**config.mk**
```make
export PLATFORM = sky130hd
export DESIGN_NAME = lfsr_rng_gen
export DESIGN_NICKNAME = d
export VERILOG_FILES = /design/src/rtl/rsa_rng_pkg.sv /design/src/rtl/lfsr_galois.sv /design/src/rtl/lfsr_rng_gen.sv
export SDC_FILE = /design/constraint.sdc
export NUM_CORES = 1
export LEC_CHECK = 0
export CAP_MARGIN = 25
export CORE_MARGIN = 2
export CORE_UTILIZATION = 53
export CTS_CLUSTER_DIAMETER = 40
export DETAILED_ROUTE_END_ITERATION = 12
export PLACE_DENSITY = 0.85
export SLEW_MARGIN = 10
export SYNTH_ARGS = -nofsm -noshare
export SYNTH_HDL_FRONTEND = slang
export SYNTH_SLANG_ARGS = --single-unit
```
**constraint.sdc**
```tcl
create_clock -name clk -period 2.4 [get_ports clk]
set_input_delay 0.48 -clock clk [delete_from_list [all_inputs] [get_ports clk]]
set_output_delay 0.48 -clock clk [all_outputs]
set_load 0.05 [all_outputs]
```
**src/rtl/rsa_rng_pkg.sv**
```systemverilog
// ---------------------------------------------------------------------------
// rsa_rng_pkg
// Shared definitions for the RSA key-generation random source:
//   - default Galois feedback mask and reset/zero-substitute seed
//   - FSM state encoding for the word collector
//   - lfsr_next(): one Galois LFSR step on a vector of up to LFSR_MAX_W bits
// ---------------------------------------------------------------------------
package rsa_rng_pkg;

    // Widest LFSR the shared step function supports; narrower states are
    // zero-extended in and truncated out, which is exact for a right-shift LFSR.
    localparam int LFSR_MAX_W = 64;

    // x^32 + x^12 + x^11 + x^7 + x^2 + x + 1
    localparam logic [31:0] DEF_TAPS = 32'h8000_0C43;
    localparam logic [31:0] DEF_SEED = 32'hD4A5_6AAD;

    typedef enum logic [0:0] {
        IDLE    = 1'b0,
        COLLECT = 1'b1
    } rng_state_t;

    function automatic logic [LFSR_MAX_W-1:0] lfsr_next(
        input logic [LFSR_MAX_W-1:0] s,
        input logic [LFSR_MAX_W-1:0] taps
    );
        return (s >> 1) ^ (s[0] ? taps : '0);
    endfunction

endpackage

```
**src/rtl/lfsr_galois.sv**
```systemverilog
// ---------------------------------------------------------------------------
// lfsr_galois
// Free-running Galois LFSR state register.
// Ports:
//   clk        in   system clock
//   rst_n      in   asynchronous active-low reset (state <= SEED)
//   en         in   advance the LFSR one step
//   seed_load  in   load seed_in (priority over en)
//   seed_in    in   WIDTH seed; zero is replaced by SEED
//   state      out  WIDTH current LFSR state
// ---------------------------------------------------------------------------
module lfsr_galois
    import rsa_rng_pkg::*;
#(
    parameter int               WIDTH = 32,
    parameter logic [WIDTH-1:0] TAPS  = WIDTH'(DEF_TAPS),
    parameter logic [WIDTH-1:0] SEED  = WIDTH'(DEF_SEED)
) (
    input  logic             clk,
    input  logic             rst_n,
    input  logic             en,
    input  logic             seed_load,
    input  logic [WIDTH-1:0] seed_in,
    output logic [WIDTH-1:0] state
);

    logic [WIDTH-1:0] stepped;
    logic [WIDTH-1:0] load_val;

    assign stepped  = WIDTH'(lfsr_next(LFSR_MAX_W'(state), LFSR_MAX_W'(TAPS)));
    // An all-zero state is a fixed point of the LFSR, so a zero seed is
    // swapped for the nonzero default instead.
    assign load_val = (seed_in == '0) ? SEED : seed_in;

    always_ff @(posedge clk or negedge rst_n) begin
        if (!rst_n) begin
            state <= SEED;
        end else if (seed_load) begin
            state <= load_val;
        end else if (en) begin
            state <= stepped;
        end
    end

endmodule

```
**src/rtl/lfsr_rng_gen.sv**
```systemverilog
// ---------------------------------------------------------------------------
// lfsr_rng_gen
// Random prime-candidate source. A free-running Galois LFSR is sampled when
// start is accepted; OUT_WORDS successive LFSR states are concatenated (first
// capture in the most significant word) into rnd_out, optionally with the
// MSB and LSB forced to 1 so the word is an odd, full-length candidate.
// Ports:
//   clk, rst_n  clock, asynchronous active-low reset
//   en          LFSR advance enable (also gates captures)
//   seed_load   load seed_in into the LFSR (stalls capture that cycle)
//   seed_in     WIDTH seed value (zero -> SEED)
//   start       request a new word, honoured only in IDLE
//   busy        high while collecting
//   done        one-cycle pulse when rnd_out is updated
//   rnd_valid   rnd_out holds a finished word; cleared by an accepted start
//   rnd_out     WIDTH*OUT_WORDS result, stable between done pulses
//   lfsr_state  current LFSR state
// ---------------------------------------------------------------------------
module lfsr_rng_gen
    import rsa_rng_pkg::*;
#(
    parameter int               WIDTH         = 32,
    parameter logic [WIDTH-1:0] TAPS          = WIDTH'(DEF_TAPS),
    parameter logic [WIDTH-1:0] SEED          = WIDTH'(DEF_SEED),
    parameter int               OUT_WORDS     = 2,
    parameter bit               FORCE_ODD_TOP = 1'b1
) (
    input  logic                       clk,
    input  logic                       rst_n,
    input  logic                       en,
    input  logic                       seed_load,
    input  logic [WIDTH-1:0]           seed_in,
    input  logic                       start,
    output logic                       busy,
    output logic                       done,
    output logic                       rnd_valid,
    output logic [WIDTH*OUT_WORDS-1:0] rnd_out,
    output logic [WIDTH-1:0]           lfsr_state
);

    localparam int TOT_W = WIDTH * OUT_WORDS;
    localparam int CNT_W = (OUT_WORDS > 1) ? $clog2(OUT_WORDS) : 1;
    localparam logic [CNT_W-1:0] LAST = CNT_W'(OUT_WORDS - 1);

    rng_state_t       fsm;
    logic [CNT_W-1:0] cnt;
    logic [TOT_W-1:0] acc;
    logic [TOT_W-1:0] acc_next;
    logic             capture;

    function automatic logic [TOT_W-1:0] force_odd(input logic [TOT_W-1:0] w);
        logic [TOT_W-1:0] r;
        r = w;
        if (FORCE_ODD_TOP) begin
            r[TOT_W-1] = 1'b1;
            r[0]       = 1'b1;
        end
        return r;
    endfunction

    lfsr_galois #(
        .WIDTH (WIDTH),
        .TAPS  (TAPS),
        .SEED  (SEED)
    ) u_lfsr (
        .clk       (clk),
        .rst_n     (rst_n),
        .en        (en),
        .seed_load (seed_load),
        .seed_in   (seed_in),
        .state     (lfsr_state)
    );

    // Shift the pre-edge LFSR state in at the bottom; the oldest capture
    // drifts up into the most significant word. Truncation keeps the low
    // TOT_W bits, which also covers OUT_WORDS == 1.
    assign acc_next = TOT_W'({acc, lfsr_state});
    assign capture  = (fsm == COLLECT) && en && !seed_load;

    always_ff @(posedge clk or negedge rst_n) begin
        if (!rst_n) begin
            fsm       <= IDLE;
            cnt       <= '0;
            acc       <= '0;
            busy      <= 1'b0;
            done      <= 1'b0;
            rnd_valid <= 1'b0;
            rnd_out   <= '0;
        end else begin
            done <= 1'b0;
            case (fsm)
                IDLE: begin
                    if (start) begin
                        fsm       <= COLLECT;
                        busy      <= 1'b1;
                        cnt       <= '0;
                        rnd_valid <= 1'b0;
                    end
                end
                COLLECT: begin
                    if (capture) begin
                        acc <= acc_next;
                        if (cnt == LAST) begin
                            rnd_out   <= force_odd(acc_next);
                            done      <= 1'b1;
                            rnd_valid <= 1'b1;
                            busy      <= 1'b0;
                            fsm       <= IDLE;
                        end else begin
                            cnt <= cnt + 1'b1;
                        end
                    end
                end
                default: begin
                    fsm  <= IDLE;
                    busy <= 1'b0;
                end
            endcase
        end
    end

endmodule

```
==> flow_summary.ini, run 1 <==
[status]
status = finished clean

[cts]
h-tree-depth = 4
cts.sinks = 131
clockBufferDepth = 2
cts_setup_buffers = 0
clk_latency_ns = 0.51
cts_root_buf = clkbuf_8
tritoncts = done
cts_buffers = 17
clk_pin_slew_ns = 0.06

[timing]
hold_viol = 0
report.final.slew_viol_count = 0
fin_tns_setup_ns = 0
max_slew.worst_pin.slew_ns = 0.653
finalWorstPathRequiredPeriod_ns = 2.31
fin_skew_ns = 0.00784
slew_headroom = 0.565
fmax_mhz = 434
rsz0062_at_grt = no
post-route-period-util = 0.961
final-setup-viol-count = 0
setup_ws_ns = 0.0936

[worst_setup_path]
startpoint_type = register
end_kind = output port
crit_fanout = 5
critPathRequiredTime_ns = 1.92
cp_cell_sequence = clkdlybuf4s50_1
cp-endpoint = lfsr_state[12]
regToRegStartpoint = fsm
cp-startpoint = u_lfsr.state[12]
path_buf_inv = 1
cp_num_cells = 1
arrival_ns = 1.83
critPathTopFamily = buffers and inverters
slowest_stage = clkdlybuf4s50_1
reg2reg_slack_ns = 0.73
crit_type = register to output port
timing.rr.end = rnd_out[40]
critPathMaxStageDelay_ns = 0.85
reg2reg_depth = 5

[floorplanning]
rows = 37
initial_core_util = 0.539
boundaryPins = 136
die_y_um = 106
chipWidth_um = 106
core_area_um2 = 10200
dieArea_um2 = 11200

[route]
first_pass_iters = 4
wl_um = 13200
drt_iter0_drc = 192
routedWlPerCell_um = 17.7
via_per_inst = 5.34
vias = 3987
drcViolationCount = 0
antenna_left = 0

[layout]
area_growth_pct = 39.3
final_cell_mix = nand2_1 (117), clkdlybuf4s50_1 (115), dfrtp_1 (114)
drive_gt1_frac = 0.208
finalNetCount = 634
multi_input_area_um2 = 1980
area.sequential_um2 = 3300
fin_util = 0.751
final_common_cell = nand2_1
antennaDiodeCount = 0
nFillCells = 664
final_cells = 746

[yosys]
ys_seq_area_frac = 0.599
synth-seq-cells = 131
syn_avg_cell_area_um2 = 11.9
synth_edf_count = 0
synth_cell_types = 27
yosysWarnings = 0
async_flop_share = 1.00
ys.flop_type = dfrtp_1
syn-num-nets = 500
netlist_area_um2 = 5510
syn_inst = 463

[pwr]
clockPowerShare = 0.268
p_int_w = 0.00684
pwr-share-seq = 0.311
p_sw_w = 0.00436
vdd_drop_max_mv = 0.755
leakagePower_nw = 3.63
power.share.switching = 0.390
p_per_area_nw_per_um2 = 1460
combPwrFrac = 0.421

[worst_hold_path]
hold_class = register to register

[grt]
overflow = 0
grt_pass1_wl_um = 21600
grt_use_total = 0.252
grt_max_degree = 78
first_global_vias = 4129
antenna_found_initial = 0

[placed_design]
hpwl_um = 8600
pre_cts_ws_ns = -0.120
dpl.cell_count = 713
io_buffers = 135
gp_congestion = 0.778

[run]
drv_cap = 0
==> sequential cells by signal, indices dropped and copies added, names as in the netlist <==
signal	flops
rnd_out	63
u_lfsr.state	32
acc	31
busy	1
cnt	1
done	1
fsm	1
rnd_valid	1
==> worst min-delay path by stage <==
stage | depth (start not counted) | slack, ns | from | endpoint
floorplan | 0 | 0.18 | rst_n | acc[0]
global placement | 2 | 0.45 | acc[18] | acc[18]
detailed placement | 2 | 0.46 | acc[25] | acc[25]
CTS | 2 | 0.48 | acc[5] | acc[5]
global route | 2 | 0.50 | acc[13] | acc[13]
finish | 2 | 0.47 | acc[5] | acc[5]
==> through the flow <==
stage | cell area, um2 | hold WS, ns | power, W
final | 7680 | 0.472 | 0.0112
after global routing | 7680 | 0.500 | 0.0116
after CTS | 7670 | 0.476 | 0.0113
after detailed placement | 6980 | 0.463 | 0.00824
after global placement | 6980 | 0.454 | 0.00810
after floorplan | 5510 | 0.184 | 0.00660
==> per-layer routing <==
layer | global-route usage | up-vias | share of wire | wire, um
met2 | 0.408 | 134 | 0.50 | 6660
met4 | 0.0893 | 0 | 0.013 | 175
met3 | 0.0625 | 16 | 0.053 | 695
met1 | 0.334 | 2009 | 0.43 | 5660
li1 | - | 1828 | - | -
met5 | 0 | - | 0 | 0
==> cells by family after synthesis <==
family	share of synthesized area
AND/OR/NAND/NOR	0.117
buffers and inverters	0.0434
flip-flops	0.599
multiplexers	0.173
AO/OA/AOI/OAI	0.0597
XOR/XNOR	0.00795
==> power by group through the flow <==
| stage | clock (W) | sequential (W) | combinational [W] |
|---|---|---|---|
| 2_1_floorplan | 0 | 0.00554 | 0.00106 |
| 3_3_place_gp | 0 | 0.00345 | 0.00465 |
| 3_5_place_dp | 0 | 0.00350 | 0.00473 |
| 4_1_cts | 0.00303 | 0.00348 | 0.00475 |
| 5_1_grt | 0.00314 | 0.00359 | 0.00491 |
| 6_report | 0.00301 | 0.00348 | 0.00472 |
==> cell type report <==
| type | instances | share of cell area |
|---|---|---|
| multi-input cells | 283 | 0.258 |
| clock inverters | 13 | 0.0331 |
| clock buffers | 19 | 0.0575 |
| repair buffers | 145 | 0.190 |
| inverters | 19 | 0.00929 |
| well taps | 136 | 0.0222 |
| flip-flops and latches | 131 | 0.430 |
==> synth_stat cells (2+ instances only) <==
| cell type | n | area share |
|---|---|---|
| nand2_1 | 118 | 0.080 |
| dfrtp_1 | 114 | 0.52 |
| mux2_4 | 36 | 0.098 |
| mux2_2 | 26 | 0.053 |
| inv_1 | 19 | 0.013 |
| o21ai_0 | 18 | 0.016 |
| a31oi_1 | 17 | 0.019 |
| dfstp_2 | 17 | 0.081 |
| a211oi_1 | 15 | 0.020 |
| clkbuf_1 | 15 | 0.010 |
| nor2b_1 | 15 | 0.017 |
| mux2i_1 | 12 | 0.022 |
| nor4_1 | 8 | 0.0091 |
| buf_6 | 6 | 0.012 |
| buf_2 | 5 | 0.0045 |
| xnor2_1 | 5 | 0.0079 |
| buf_1 | 3 | 0.0020 |
| nor2_1 | 3 | 0.0020 |
| nand2b_1 | 2 | 0.0023 |
| nand4_1 | 2 | 0.0023 |
==> repair_timing <==
action / in CTS / in global routing
hold buffers: 1 / 0
gates resized for setup: 12 / 4
setup endpoints to repair: 12 / 4
endpoints found under the hold margin: 97 / 0
(Power assumes the default switching activity.)
==> run 2: changes to the inputs <==
Settings changed: CAP_MARGIN 25 to unset.
==> results of run 2 <==
Final layout, timing and power as in run 1 (identical DEF).
